--- config.mk ---
export PLATFORM = sky130hd
export DESIGN_NAME = gray_fifo_ptr_ctrl
export DESIGN_NICKNAME = d
export VERILOG_FILES = /design/src/rtl/gray_fifo_ptr_ctrl.sv
export SDC_FILE = /design/constraint.sdc
export NUM_CORES = 1
export LEC_CHECK = 0
export ABC_AREA = 1
export CELL_PAD_IN_SITES_DETAIL_PLACEMENT = 1
export CELL_PAD_IN_SITES_GLOBAL_PLACEMENT = 1
export CORE_UTILIZATION = 39
export DETAILED_ROUTE_END_ITERATION = 7
export GPL_ROUTABILITY_DRIVEN = 0
export GPL_TIMING_DRIVEN = 1
export PLACE_DENSITY_LB_ADDON = 0.1
export SETUP_SLACK_MARGIN = 0.3
export SKIP_CTS_REPAIR_TIMING = 1
export SLEW_MARGIN = 30
export SYNTH_ARGS = -nofsm -noshare
export SYNTH_HDL_FRONTEND = slang
export SYNTH_SLANG_ARGS = --single-unit
--- constraint.sdc ---
create_clock -name clk -period 4.1 [get_ports clk]
set_input_delay 0.82 -clock clk [delete_from_list [all_inputs] [get_ports clk]]
set_output_delay 0.82 -clock clk [all_outputs]
set_load 0.02 [all_outputs]
--- src/rtl/gray_fifo_ptr_ctrl.sv ---
// Single-clock FIFO pointer controller: binary + registered Gray pointers, count/full/empty status.
// Optional almost_full/almost_empty flags are built when FIFO_ALMOST_EN is defined.
module gray_fifo_ptr_ctrl #(
  parameter int ADDR_W     = 4,
  parameter int ALMOST_THR = 2
) (
  input  logic              clk,
  input  logic              rst_n,
  input  logic              wr_en,
  input  logic              rd_en,
  output logic              mem_we,
  output logic [ADDR_W-1:0] mem_wr_addr,
  output logic [ADDR_W-1:0] mem_rd_addr,
  output logic [ADDR_W:0]   wr_ptr_gray,
  output logic [ADDR_W:0]   rd_ptr_gray,
  output logic [ADDR_W:0]   count,
  output logic              full,
  output logic              empty,
`ifdef FIFO_ALMOST_EN
  output logic              almost_full,
  output logic              almost_empty,
`endif
  output logic              overflow,
  output logic              underflow
);

  localparam logic [ADDR_W:0] DEPTH = {1'b1, {ADDR_W{1'b0}}};

  function automatic logic [ADDR_W:0] bin2gray(input logic [ADDR_W:0] b);
    return b ^ (b >> 1);
  endfunction

  logic [ADDR_W:0] r_wr_bin, r_rd_bin, r_wr_gray, r_rd_gray, r_count;
  logic            r_full, r_empty, r_ovf, r_udf;
  logic            w_wr_acc, w_rd_acc;
  logic [ADDR_W:0] w_wr_nxt, w_rd_nxt, w_cnt_nxt;

  // Acceptance uses the registered flags, so full+rd+wr accepts only the read and vice versa.
  assign w_wr_acc  = wr_en & ~r_full;
  assign w_rd_acc  = rd_en & ~r_empty;
  assign w_wr_nxt  = r_wr_bin + {{ADDR_W{1'b0}}, w_wr_acc};
  assign w_rd_nxt  = r_rd_bin + {{ADDR_W{1'b0}}, w_rd_acc};
  assign w_cnt_nxt = w_wr_nxt - w_rd_nxt;

  always_ff @(posedge clk or negedge rst_n) begin
    if (!rst_n) begin
      r_wr_bin  <= '0;
      r_rd_bin  <= '0;
      r_wr_gray <= '0;
      r_rd_gray <= '0;
      r_count   <= '0;
      r_full    <= 1'b0;
      r_empty   <= 1'b1;
      r_ovf     <= 1'b0;
      r_udf     <= 1'b0;
    end else begin
      r_wr_bin  <= w_wr_nxt;
      r_rd_bin  <= w_rd_nxt;
      // Gray loads from the next binary value so it never lags the binary pointer.
      r_wr_gray <= bin2gray(w_wr_nxt);
      r_rd_gray <= bin2gray(w_rd_nxt);
      r_count   <= w_cnt_nxt;
      r_full    <= (w_cnt_nxt == DEPTH);
      r_empty   <= (w_cnt_nxt == '0);
      r_ovf     <= wr_en & r_full;
      r_udf     <= rd_en & r_empty;
    end
  end

`ifdef FIFO_ALMOST_EN
  localparam logic [ADDR_W:0] AE_LVL = (ADDR_W+1)'(ALMOST_THR);
  localparam logic [ADDR_W:0] AF_LVL = DEPTH - AE_LVL;

  logic r_afull, r_aempty;

  always_ff @(posedge clk or negedge rst_n) begin
    if (!rst_n) begin
      r_afull  <= 1'b0;
      r_aempty <= 1'b1;
    end else begin
      r_afull  <= (w_cnt_nxt >= AF_LVL);
      r_aempty <= (w_cnt_nxt <= AE_LVL);
    end
  end

  assign almost_full  = r_afull;
  assign almost_empty = r_aempty;
`endif

  assign mem_we      = w_wr_acc;
  assign mem_wr_addr = r_wr_bin[ADDR_W-1:0];
  assign mem_rd_addr = r_rd_bin[ADDR_W-1:0];
  assign wr_ptr_gray = r_wr_gray;
  assign rd_ptr_gray = r_rd_gray;
  assign count       = r_count;
  assign full        = r_full;
  assign empty       = r_empty;
  assign overflow    = r_ovf;
  assign underflow   = r_udf;

endmodule

==> impl_results.md <==
* CTS H-tree lvls at 1
* Xor and xnor area share after synthesis at 8.02%
* Fillers at between 300 and 400
* Dpl cell area at around 1700 um2
* Cell Area, Synth at 1280 um2
* I/O Pins at 32
* Fin Setup TNS at 0 ns
* Final hold violation count at 0
* DRC Markers at 0
* Min-delay src: full
* Dpl ws at between 0.7 and 0.8 ns
* Root buffer cell: clkbuf_4
* Slew Limit Fails at 0
* Critical Path Max Stage Delay at 0.63 ns
* Via Count at around 980
* Syn Area/Cell at slightly below 10 um2
* Post-synthesis mux area share at 0%
* Syn Nets at between 100 and 150
* HPWL after DPL at ~2.2 mm
* Netlist cell types at 18
* Drt pass-1 iters at 4
* Die area at 3520 um2
* CP endpoint kind: output port
* Synth top area cells: dfrtp_1, nand2_1, ha_1
* Ys Warns at 0
* Routed WL at between 2 and 3 mm
* Die height at a little under 60 um
* Crit path kind: input port to output port
* CTS tree: done
* Ant. Diodes at 0
* Vias in the first global route at ~1100
* Num CTS Buffers at 3
* Req. time, crit path at about 3.3 ns
* Critical Path Start Type: input port
* Post-synthesis cell count at ~130
* Crit path launch: wr_en
* Final Skew at roughly 0.0070 ns
* Most used cell, CP: clkdlybuf4s50_1
* Core area at about 3100 um2
* Post-route setup slack at roughly 1.2 ns
* Multi-input logic area at approximately 520 um2
* Simple-Gate Fraction of Synth Area at approximately a quarter
* PortBufs at 31
* Fraction of layout cells with a size suffix above 1 at approximately 16%
* Gr ovfl total at 0
* Clock Latency Late Sink at about 0.33 ns
* Post-synthesis sequential area ratio at between 50% and 60%
* Initial DRC count at 5
* Initial antenna violation count at 0
* Period minus WS final at between 2 and 3 ns
* Compound-Gate Fraction of Synth Area at less than 1%
* Status: finished clean
* Worst EP arrival at 2.11 ns
* Max clock buf depth at 2
* Global-route wire length before repair at 4.64 mm
* Detail-routed via count per cell at 4.58
* Largest family of logic cells by synthesized area: simple AND/OR/NAND/NOR gates
* Die Width at ~59 um
* Max Fanout on Critical Path at 2
* R2r startpoint: empty
* Period utilization at around 70%
* Wirelength per Cell at 13.0 um
* Final #Nets at ~180
* # setup viols final at 0
* Largest net degree at the start of global routing at 28
* GRT Util Overall at a little under a fifth
* Critical path, cell by cell: clkdlybuf4s50_1, inv_1, nor2_1, clkdlybuf4s50_1
* Synthesis-to-layout area growth at 31.3%
* Number of nets with antenna violations after routing at 0
* MaxCap Viol Count at 0
* Post-synth top area cell: dfrtp_1
* Cell area after layout at roughly 1700 um2
* Fmax at approximately 340 MHz
* Clk sinks at 27
* Slew HR at about 76%
* FF+latch count, synth at 27
* CTS clock-pin slew for the worst setup and hold paths at roughly 0.14 ns
* Hold WC Path Type: flip-flop to flip-flop
* Std cell rows at 20
* Tightest Pin Transition at 0.356 ns
* RSZ-0062 raised after global routing: no
* Share of Yosys cell area claimed by the top area cell type at roughly 51%
* Storage cell area at between 600 and 700 um2
* Crit path max-delay cell type: clkdlybuf4s50_1
* Adder-Cell Fraction of Synth Area at under 10%
* Initial core utilization at between 40% and 50%
[state kept, by name, indices dropped and copies added, names as in the netlist]
signal,count
empty,1
r_wr_bin,5
wr_ptr_gray,4
underflow,1
r_rd_bin,5
full,1
overflow,1
rd_ptr_gray,4
count,5
[worst max-delay path, delay by kind of cell]
kind	cells	cell delay [ns]
AND/OR/NAND/NOR	1	0.12
buffers and inverters	3	1.18
[path summary, 6_finish.rpt]
check,cells after the start,slack [ns],end
worst max-delay path,4,1.17,mem_we
worst min-delay path,2,0.52,overflow
worst max register to register,12,1.57,empty
worst min register to register,2,0.52,overflow
max in group asynchronous,2,2.94,empty
min in group asynchronous,2,0.84,rd_ptr_gray[2]
[cell type report]
cell class,instances,share of cell area (%)
Sequential cell,27,40.3
Multi-Input combinational cell,83,30.8
Timing Repair Buffer,32,18.9
Inverter,23,5.14
Tap cell,44,3.28
Clock buffer,3,1.34
Clock inverter,1,0.298
[metal layers]
layer / wire (um) / global-route usage [%]
met1: 1170 / 20.6
met2: 1470 / 34.7
met3: 83 / 2.62
met4: 34 / 6.12
met5: 0 / 0
[through the flow]
step	hold slack [ns]	util [%]	instances
floorplan	0.516	-	133
global placement	0.491	53.7	209
detailed placement	0.493	53.7	209
CTS	0.526	54.6	213
global route	0.543	54.6	213
finish	0.523	54.6	213
[kinds of logic (layout without fill, tap and decap cells)]
| group | Yosys count | after routing |
|---|---|---|
| compound gates | 1 | 1 |
| buf+inv | 23 | 59 |
| fa+ha+maj | 7 | 7 |
| xor+xnor | 10 | 10 |
| flops | 27 | 27 |
| simple gates | 65 | 65 |
[Yosys cell counts]
cell     instances
nand2_1         33
ha_1             7
nand3_2          1
nand4_1          2
xor2_1           6
nand3_1          9
o21ai_0          1
nor2_2           2
inv_2            4
inv_1           19
dfrtp_1         26
or2_2            1
xnor2_2          2
xnor2_1          2
nor2_1           6
dfstp_2          1
nand2_2          7
nand2_4          4
[layout by cell type, fill, tap and decap left out]
cell type	n
nand3_1	9
inv_1	19
nand2_2	7
clkbuf_4	3
ha_1	7
or2_2	1
xor2_1	6
dfstp_2	1
xnor2_2	2
xnor2_1	2
inv_2	4
clkdlybuf4s50_1	31
nor2_2	2
nand2_1	33
nand4_1	2
nand3_2	1
clkinv_2	1
buf_4	1
o21ai_0	1
dfrtp_1	26
nand2_4	4
nor2_1	6
Power is left out: the tool's default activity adds up to more than one toggle a clock period on the data nets, which glitch-free logic cannot reach.
